### config.mk
export PLATFORM = sky130hd
export DESIGN_NAME = relprime_sequencer
export DESIGN_NICKNAME = d
export VERILOG_FILES = /design/src/rtl/relprime_sequencer.sv
export SDC_FILE = /design/constraint.sdc
export NUM_CORES = 1
export LEC_CHECK = 0
export BUFFER_PORTS_ARGS = -buffer_cell sky130_fd_sc_hd__buf_2
export CAP_MARGIN = 20
export CORE_MARGIN = 2
export CORE_UTILIZATION = 55
export CTS_BUF_LIST = sky130_fd_sc_hd__clkbuf_16
export CTS_CLUSTER_DIAMETER = 100
export DETAILED_ROUTE_END_ITERATION = 7
export PLACE_DENSITY = 0.74
export SLEW_MARGIN = 10
export SYNTH_ARGS = -nofsm -noshare
export SYNTH_HDL_FRONTEND = slang
export SYNTH_SLANG_ARGS = --single-unit
### constraint.sdc
create_clock -name CLK -period 3.6 [get_ports CLK]
set_input_delay 0 -clock CLK [delete_from_list [all_inputs] [get_ports CLK]]
set_output_delay 0 -clock CLK [all_outputs]
set_load 0.05 [all_outputs]
### src/rtl/relprime_sequencer.sv
// relprime_sequencer: finds the smallest m >= M_START with gcd(n, m) == 1.
// Euclid by repeated subtraction, one subtraction per cycle; the candidate m
// is sequenced internally and bumped after each failed gcd.
// Optional build macro: RELPRIME_CYCLE_COUNT_EN adds a 32-bit busy-cycle
// counter on output port 'cycles'.
module relprime_sequencer #(
    parameter int               WIDTH   = 16,
    parameter logic [WIDTH-1:0] M_START = 2
) (
    input  logic             CLK,
    input  logic             reset,
    input  logic             start,
    input  logic [WIDTH-1:0] register_value,
    output logic             busy,
    output logic             done,
    output logic             error,
`ifdef RELPRIME_CYCLE_COUNT_EN
    output logic [31:0]      cycles,
`endif
    output logic [WIDTH-1:0] out
);

    typedef enum logic [2:0] {
        S_IDLE  = 3'd0,
        S_LOAD  = 3'd1,
        S_GCD   = 3'd2,
        S_CHECK = 3'd3,
        S_DONE  = 3'd4
    } state_e;

    localparam logic [WIDTH-1:0] ONE  = {{(WIDTH-1){1'b0}}, 1'b1};
    localparam logic [WIDTH-1:0] ZERO = '0;
    localparam logic [WIDTH-1:0] ONES = '1;

    state_e           state_q, state_d;
    logic [WIDTH-1:0] n_q, n_d;
    logic [WIDTH-1:0] m_q, m_d;
    logic [WIDTH-1:0] a_q, a_d;
    logic [WIDTH-1:0] b_q, b_d;
    logic [WIDTH-1:0] out_q, out_d;
    logic             err_q, err_d;
    logic             accept;

    assign accept = (state_q == S_IDLE) && start;

    // State and datapath registers; reset clears everything so nothing partial leaks out
    always_ff @(posedge CLK) begin
        if (reset) begin
            state_q <= S_IDLE;
            n_q     <= '0;
            m_q     <= '0;
            a_q     <= '0;
            b_q     <= '0;
            out_q   <= '0;
            err_q   <= 1'b0;
        end else begin
            state_q <= state_d;
            n_q     <= n_d;
            m_q     <= m_d;
            a_q     <= a_d;
            b_q     <= b_d;
            out_q   <= out_d;
            err_q   <= err_d;
        end
    end

    // Next-state logic
    always_comb begin
        state_d = state_q;
        case (state_q)
            S_IDLE:  if (start) state_d = S_LOAD;
            S_LOAD:  state_d = (n_q == ZERO) ? S_DONE : S_GCD;
            S_GCD:   if (a_q == b_q) state_d = S_CHECK;
            S_CHECK: begin
                if (a_q == ONE)       state_d = S_DONE;
                else if (m_q == ONES) state_d = S_DONE;
                else                  state_d = S_LOAD;
            end
            S_DONE:  state_d = S_IDLE;
            default: state_d = S_IDLE;
        endcase
    end

    // FSM outputs decoded from the registered state
    always_comb begin
        busy = (state_q != S_IDLE);
        done = (state_q == S_DONE);
    end

    // Subtract/compare datapath; the a/b compare selects the direction so
    // the unsigned subtraction never underflows
    always_comb begin
        n_d   = n_q;
        m_d   = m_q;
        a_d   = a_q;
        b_d   = b_q;
        out_d = out_q;
        err_d = err_q;
        case (state_q)
            S_IDLE: begin
                if (start) begin
                    n_d   = register_value;
                    m_d   = M_START;
                    out_d = '0;
                    err_d = 1'b0;
                end
            end
            S_LOAD: begin
                if (n_q == ZERO) begin
                    err_d = 1'b1;      // gcd(0, m) = m, never 1
                end else begin
                    a_d = n_q;
                    b_d = m_q;
                end
            end
            S_GCD: begin
                if (a_q > b_q)      a_d = a_q - b_q;
                else if (a_q < b_q) b_d = b_q - a_q;
            end
            S_CHECK: begin
                if (a_q == ONE)       out_d = m_q;
                else if (m_q == ONES) err_d = 1'b1;   // candidate would wrap
                else                  m_d   = m_q + ONE;
            end
            default: ;
        endcase
    end

`ifdef RELPRIME_CYCLE_COUNT_EN
    logic [31:0] cyc_q, cyc_d;

    // Busy-cycle counter. The accepting edge loads 1 so the count tracks the
    // busy cycle being entered; DONE is therefore already included while
    // done is high, and the value freezes on return to IDLE.
    always_comb begin
        cyc_d = cyc_q;
        if (accept)
            cyc_d = 32'd1;
        else if ((state_q != S_IDLE) && (state_d != S_IDLE) && (cyc_q != 32'hFFFF_FFFF))
            cyc_d = cyc_q + 32'd1;
    end

    // Counter register
    always_ff @(posedge CLK) begin
        if (reset) cyc_q <= '0;
        else       cyc_q <= cyc_d;
    end

    assign cycles = cyc_q;
`endif

    assign error = err_q;
    assign out   = out_q;

endmodule
======== Word-level counts from Yosys, hierarchy flattened ========
Cells that the tools add are included.
word-level totals
  register bits after elaboration ......... 84
  latch bits .............................. 0
  bits in writable memories ............... 0
  bits in read-only memories .............. 0
  bits of input ports ..................... 19
  output and inout port bits .............. 19
  word-level logic and storage cells ...... 68
  memories ................................ 0
cells by class
  $add $sub $neg .......................... 3
  multiply operators ...................... 0
  divide/modulo/power cells ............... 0
  magnitude comparators ................... 2
  equal/unequal tests ..................... 18
  shift-type cells ........................ 0
  multiplexer cells ....................... 25
  bitwise operators ....................... 0
  reduce and logical (&&, ||, !) cells .... 13
operators with widths
  kind                                                                     number
  16-bit two-way mux                                                       10
  16-bit one-hot mux with 2 select lines                                   4
  16-bit subtractor                                                        2
  2-bit != test (second input constant)                                    11
  16-bit by 1-bit adder with 16-bit output (second input constant)         1
  16-bit by 1-bit equality test with 1-bit output (second input constant)  1
  16-bit equality test                                                     1
  16-bit equality test (second input constant)                             1
  16-bit greater-than comparator                                           1
  16-bit logical NOT                                                       1
  16-bit less-than comparator                                              1
  3-bit two-way mux                                                        5
  3-bit one-hot mux with 4 select lines                                    1
  4-bit AND reduction                                                      2
  3-bit by 2-bit equality test with 1-bit output (second input constant)   2
  3-bit AND reduction                                                      2
  3-bit nonzero test                                                       2
  5-bit AND reduction                                                      1
  1-bit two-way mux                                                        4
  2-bit AND reduction                                                      2
  2-bit nonzero test                                                       2
  3-bit by 1-bit equality test with 1-bit output (second input constant)   1
  3-bit equality test (second input constant)                              1
  3-bit logical NOT                                                        1
  1-bit one-hot mux with 3 select lines                                    1

======== Longest topological paths before layout ========
  word-level depth ........................ 4
  depth in mapped cells ................... 12
  depth with buffers taken out ............ 10

======== Worst setup path before layout ========
No wires, ideal clock.
  path type ............................... register -> register
  start point ............................. register a_q[9]
  end point ............................... register b_q[14]
  library setup time ...................... 0.122 ns
  arrival time ............................ 2.374 ns
  data required time ...................... 3.478 ns
  path slack .............................. 1.104 ns
  stages on the path, launching flop included .. 12
  path buffers ............................ 3
  period minus slack after synthesis ...... 2.496 ns
  path through ............................ dfxtp_1 > inv_1 > ha_1 > buf_6 > a211oi_2 > o211a_1 > o31ai_1 > or3b_1 > buf_6 > and2_4 > buf_6 > a311o_1
between the ends
  word-level cells in the longest chain between the ends .. 4
  elaborated cells between the ends (all ways) .. 9
  classes of those cells .................. add/sub (1); order compare (2); eq/ne (2); mux (3); reduce/logical (1)
RTL lines
  item                                    RTL line  source
  from (decl)                             38        logic [WIDTH-1:0] a_q, a_d;
  from (signal assigned)                  52        a_q <= '0;
  from (signal assigned)                  60        a_q <= a_d;
  16-bit subtractor                       118       else if (a_q < b_q) b_d = b_q - a_q;
  16-bit two-way mux                      118
  16-bit two-way mux                      117       if (a_q > b_q) a_d = a_q - b_q;
  16-bit one-hot mux with 2 select lines  99        case (state_q)
  to (signal assigned)                    53        b_q <= '0;
  to (signal assigned)                    61        b_q <= b_d;
  to (decl)                               39        logic [WIDTH-1:0] b_q, b_d;
Several ways; a longest one is shown, not always the timed one. The select of a mux whose other input is x is not followed.
A chain may end at the register's enable or synchronous reset.

======== Worst setup path after layout ========
  start point ............................. register a_q[12]
  end point ............................... register a_q[6]
between the ends
  word-level cells in the longest chain between the ends .. 3
RTL lines
  item                            RTL line
  16-bit greater-than comparator  117
  2-bit != test (no line)         n/a
  3-bit AND reduction (no line)   n/a
No other way between the ends.

==> results.md <==
| Item | Value |
|:---|:---|
| Leakage Power | 2.23 nW |
| HPWL reported at the end of detailed placement | 9850 um |
| Distinct cell type count of the synthesized netlist | 54 |
| Combined buffer and inverter count along the critical path | 2 |
| Number of cells produced by synthesis | 661 |
| Share of the core filled with cells | 62.2% |
| Data required time of the worst path | 3.83 ns |
| Clock tree from TritonCTS | done |
| Ys flop type | sky130_fd_sc_hd__dfxtp_1 |
| Clk_skew | 0.0106 ns |
| Final std cell area, no fill | 5670 um^2 |
| Wire length of the first global-routing pass | 22,000 um |
| Total number of vias | 4,935 |
| Number of failing hold endpoints at the final stage | 0 |
| Cell family contributing the most delay on the critical path | compound AO/OA/AOI/OAI gates |
| Number of slew-limit violations in the final report | 0 |
| Initial antenna violation count | 0 |
| Overall Global Routing Usage | 27.5% |
| Die Span Y | 100 um |
| Pin count of the biggest net entering global routing | 41 |
| Maximum level of the CTS H-tree | 3 |
| Number of stages on the worst setup path | 10 |
| Worst-margin pin slew | 0.764 ns |
| Effective utilization at floorplan | 55.7% |
| Congestion Overflow GR | 0 |
| Clk root buf | sky130_fd_sc_hd__clkbuf_16 |
| R2r setup slk | 0.61 ns |
| Hold-fix buffer count after cts | 16 |
| Result of the run | completed |
| Number of buffers inserted to repair setup after CTS | 0 |
| Die area | 10,000 um^2 |
| Number of setup violations in the final report | 0 |
| Yosys warnings | 0 |
| Number of instances on the worst hold path | 4 |
| Capture instance of the worst register-to-register path | a_q[6] |
| Data arrival time of the worst path | 3.23 ns |
| Skew-Pair Late Insertion Delay | 0.34 ns |
| Critical path class | reg -> reg |
| Vias in the first global route | 4,449 |
| Startpoint of the tightest hold check path | start |
| Diode count | 0 |
| Post-Route Hold Slack | 0.148 ns |
| Slew headroom | 48.9% |
| Post-Syn Nets | 714 |
| First-iteration detailed-routing DRC count | 439 |
| Setup total negative slack | 0 ns |
| RD Place Congestion | 0.955 |
| Clock Sink Count | 84 |
| Seq/Total Area, Yosys | 33.1% |
| Highest ir drop seen on vdd | 0.440 mV |
| Syn Std Cell Area | 5070 um^2 |
| Achievable clock frequency | 334 MHz |
| Class of the worst hold path | in -> reg |
| Die Width | 100 um |
| Cts repair resizes | 0 |
| Nature of the critical path startpoint | register |
| Final clock period utilization by the worst path | 83.2% |
| Largest fanout on the critical path | 13 |
| Layout cell share with drive strength beyond 1 | 9.38% |
| Max-Cap Viols | 0 |
| Capturing element type of the critical path | register |
| CTS buffer count | 9 |
| Count of antenna-violating nets left after detailed routing | 0 |
| Number of placed cells counting well taps | 772 |
| Minimum clock period after layout | 2.99 ns |
| Nets@finish | 741 |
| Detailed-route DRC error count | 0 |
| Average size of a mapped cell | 7.68 um^2 |
| Post-route insts no fill | 804 |
| Start point of the critical path | a_q[12] |
| Area of the placeable core | 9110 um^2 |
| Total of flip-flops plus latches after synthesis | 84 |
| Unrepaired setup endpoints after global routing | false |
| Commonest non-fill, non-tap cells in the layout | sky130_fd_sc_hd__nand2_1, sky130_fd_sc_hd__dfxtp_1, sky130_fd_sc_hd__a21oi_1 |
| Critical path cell sequence | inv_1, ha_1, nand4_1, nor3_1, and3_1, nor2_1, a21oi_2, buf_4, a211oi_1, a211oi_1 |
| Endpoint of the worst setup timing path | a_q[6] |
| Drt pass-1 iters | 5 |
| Largest stage delay, worst path | 0.53 ns |
| Depth of the worst register-to-register path | 10 |
| Areal power density over the cells | 939 nW/um^2 |
| Number of flops mapped to enable cells by yosys | 0 |
| Ratio of routed vias to standard cells | 6.14 |
| Max stage delay cell, worst path | sky130_fd_sc_hd__a21oi_2 |
| Cell with the most instances on the worst path | sky130_fd_sc_hd__a211oi_1 |
| Total routed wirelength | 13,700 um |
| I/O Buffers | 37 |
| Placement Cell Area | 5220 um^2 |
| CTS clk-pin slew, worst paths | 0.07 ns |
| Maximum clock insertion buffer count | 2 |
| Number of core rows | 35 |
| Area growth from synthesis to layout | 11.7% |
| Worst flop-to-flop path startpoint | a_q[12] |
| Number of fillers in the final layout | 802 |
| Most frequent standard cell in the layout excluding fill and tap cells | sky130_fd_sc_hd__nand2_1 |
| Post-DR wirelength/cell | 17.0 um |
| Num ports | 38 |
| Share of flip-flops with an asynchronous set or reset | 0% |
==> synth_stat cells, drive strengths merged, types with 3 or more instances <==
master	count	area share, %
or3	3	0.37
nand4	11	1.4
nor3	11	1.1
nand3	26	2.6
buf	18	2.5
inv	44	3.3
o21a	3	0.44
a21o	10	1.5
nand2	102	7.5
ha	32	7.9
nor2	48	3.6
nor4	9	1.1
clkbuf	25	1.8
and3	3	0.37
a221oi	9	1.8
dfxtp	84	33
a311oi	6	1.0
o21ai	22	2.2
and2	6	0.79
nor2b	4	0.49
o211ai	7	1.1
o31ai	3	0.44
xnor2	17	2.9
xor2	19	3.3
a31oi	6	0.74
a211oi	18	2.8
a21oi	83	8.3
or4	4	0.59
nand2b	6	0.74
==> routing by layer <==
layer / vias up / wire length (um) / global-route usage, %
met5: - / 0 / 0
met4: 0 / 445 / 11.9
met3: 39 / 935 / 2.65
met2: 221 / 6280 / 44.8
met1: 2314 / 6040 / 37.5
li1: 2361 / - / -
==> worst min-delay path: cells and delay by family <==
kind	cells	cell delay [ns]
AO/OA/AOI/OAI	1	0.04
buffers and inverters	1	0.11
AND/OR/NAND/NOR	2	0.29
==> report_power, final <==
part / leakage (nW) / internal [W] / switching (W) / total, W
Sequential: 0.684 / 0.00109 / 0.000155 / 0.00124
Combinational: 1.40 / 0.00119 / 0.00200 / 0.00319
Clock: 0.144 / 0.000480 / 0.000414 / 0.000895
Total: 2.23 / 0.00275 / 0.00257 / 0.00532
==> logic make-up after synthesis <==
group	synth area share, %
muxes	0.197
xor gates and xnor gates	6.21
adders and majority gates	8.68
and+or+nand+nor	21.8
AOI/OAI and AO/OA	22.4
buffers and inverters	7.57
DFF	33.1
==> registers in the layout, indices dropped and copies added (netlist names) <==
register / flops
out: 16
m_q: 16
a_q: 16
n_q: 16
b_q: 16
state_q: 3
error: 1
==> worst min-delay path by stage <==
stage	slack, ns	endpoint
3_5_place_dp	0.25	n_q[15]
5_1_grt	0.16	state_q[0]
3_3_place_gp	0.24	n_q[6]
4_1_cts	0.13	state_q[0]
6_report	0.15	state_q[0]
2_1_floorplan	0.14	n_q[0]
==> stage by stage <==
step,total power [W],setup slack [ns]
global route,0.00566,0.319
detailed placement,0.00430,0.693
finish,0.00532,0.606
floorplan,0.00369,1.10
global placement,0.00427,0.722
CTS,0.00523,0.658
==> cell type report <==
type	count	area [um^2]	share of cell area, %
inverters	44	165	2.91
clock inverters	7	58.8	1.04
repair buffers	59	390	6.89
flip-flops and latches	84	1680	29.7
multi-input cells	490	3010	53.1
well taps	111	139	2.45
clock buffers	9	225	3.97
No activity file was read; power rests on OpenSTA's default activity.
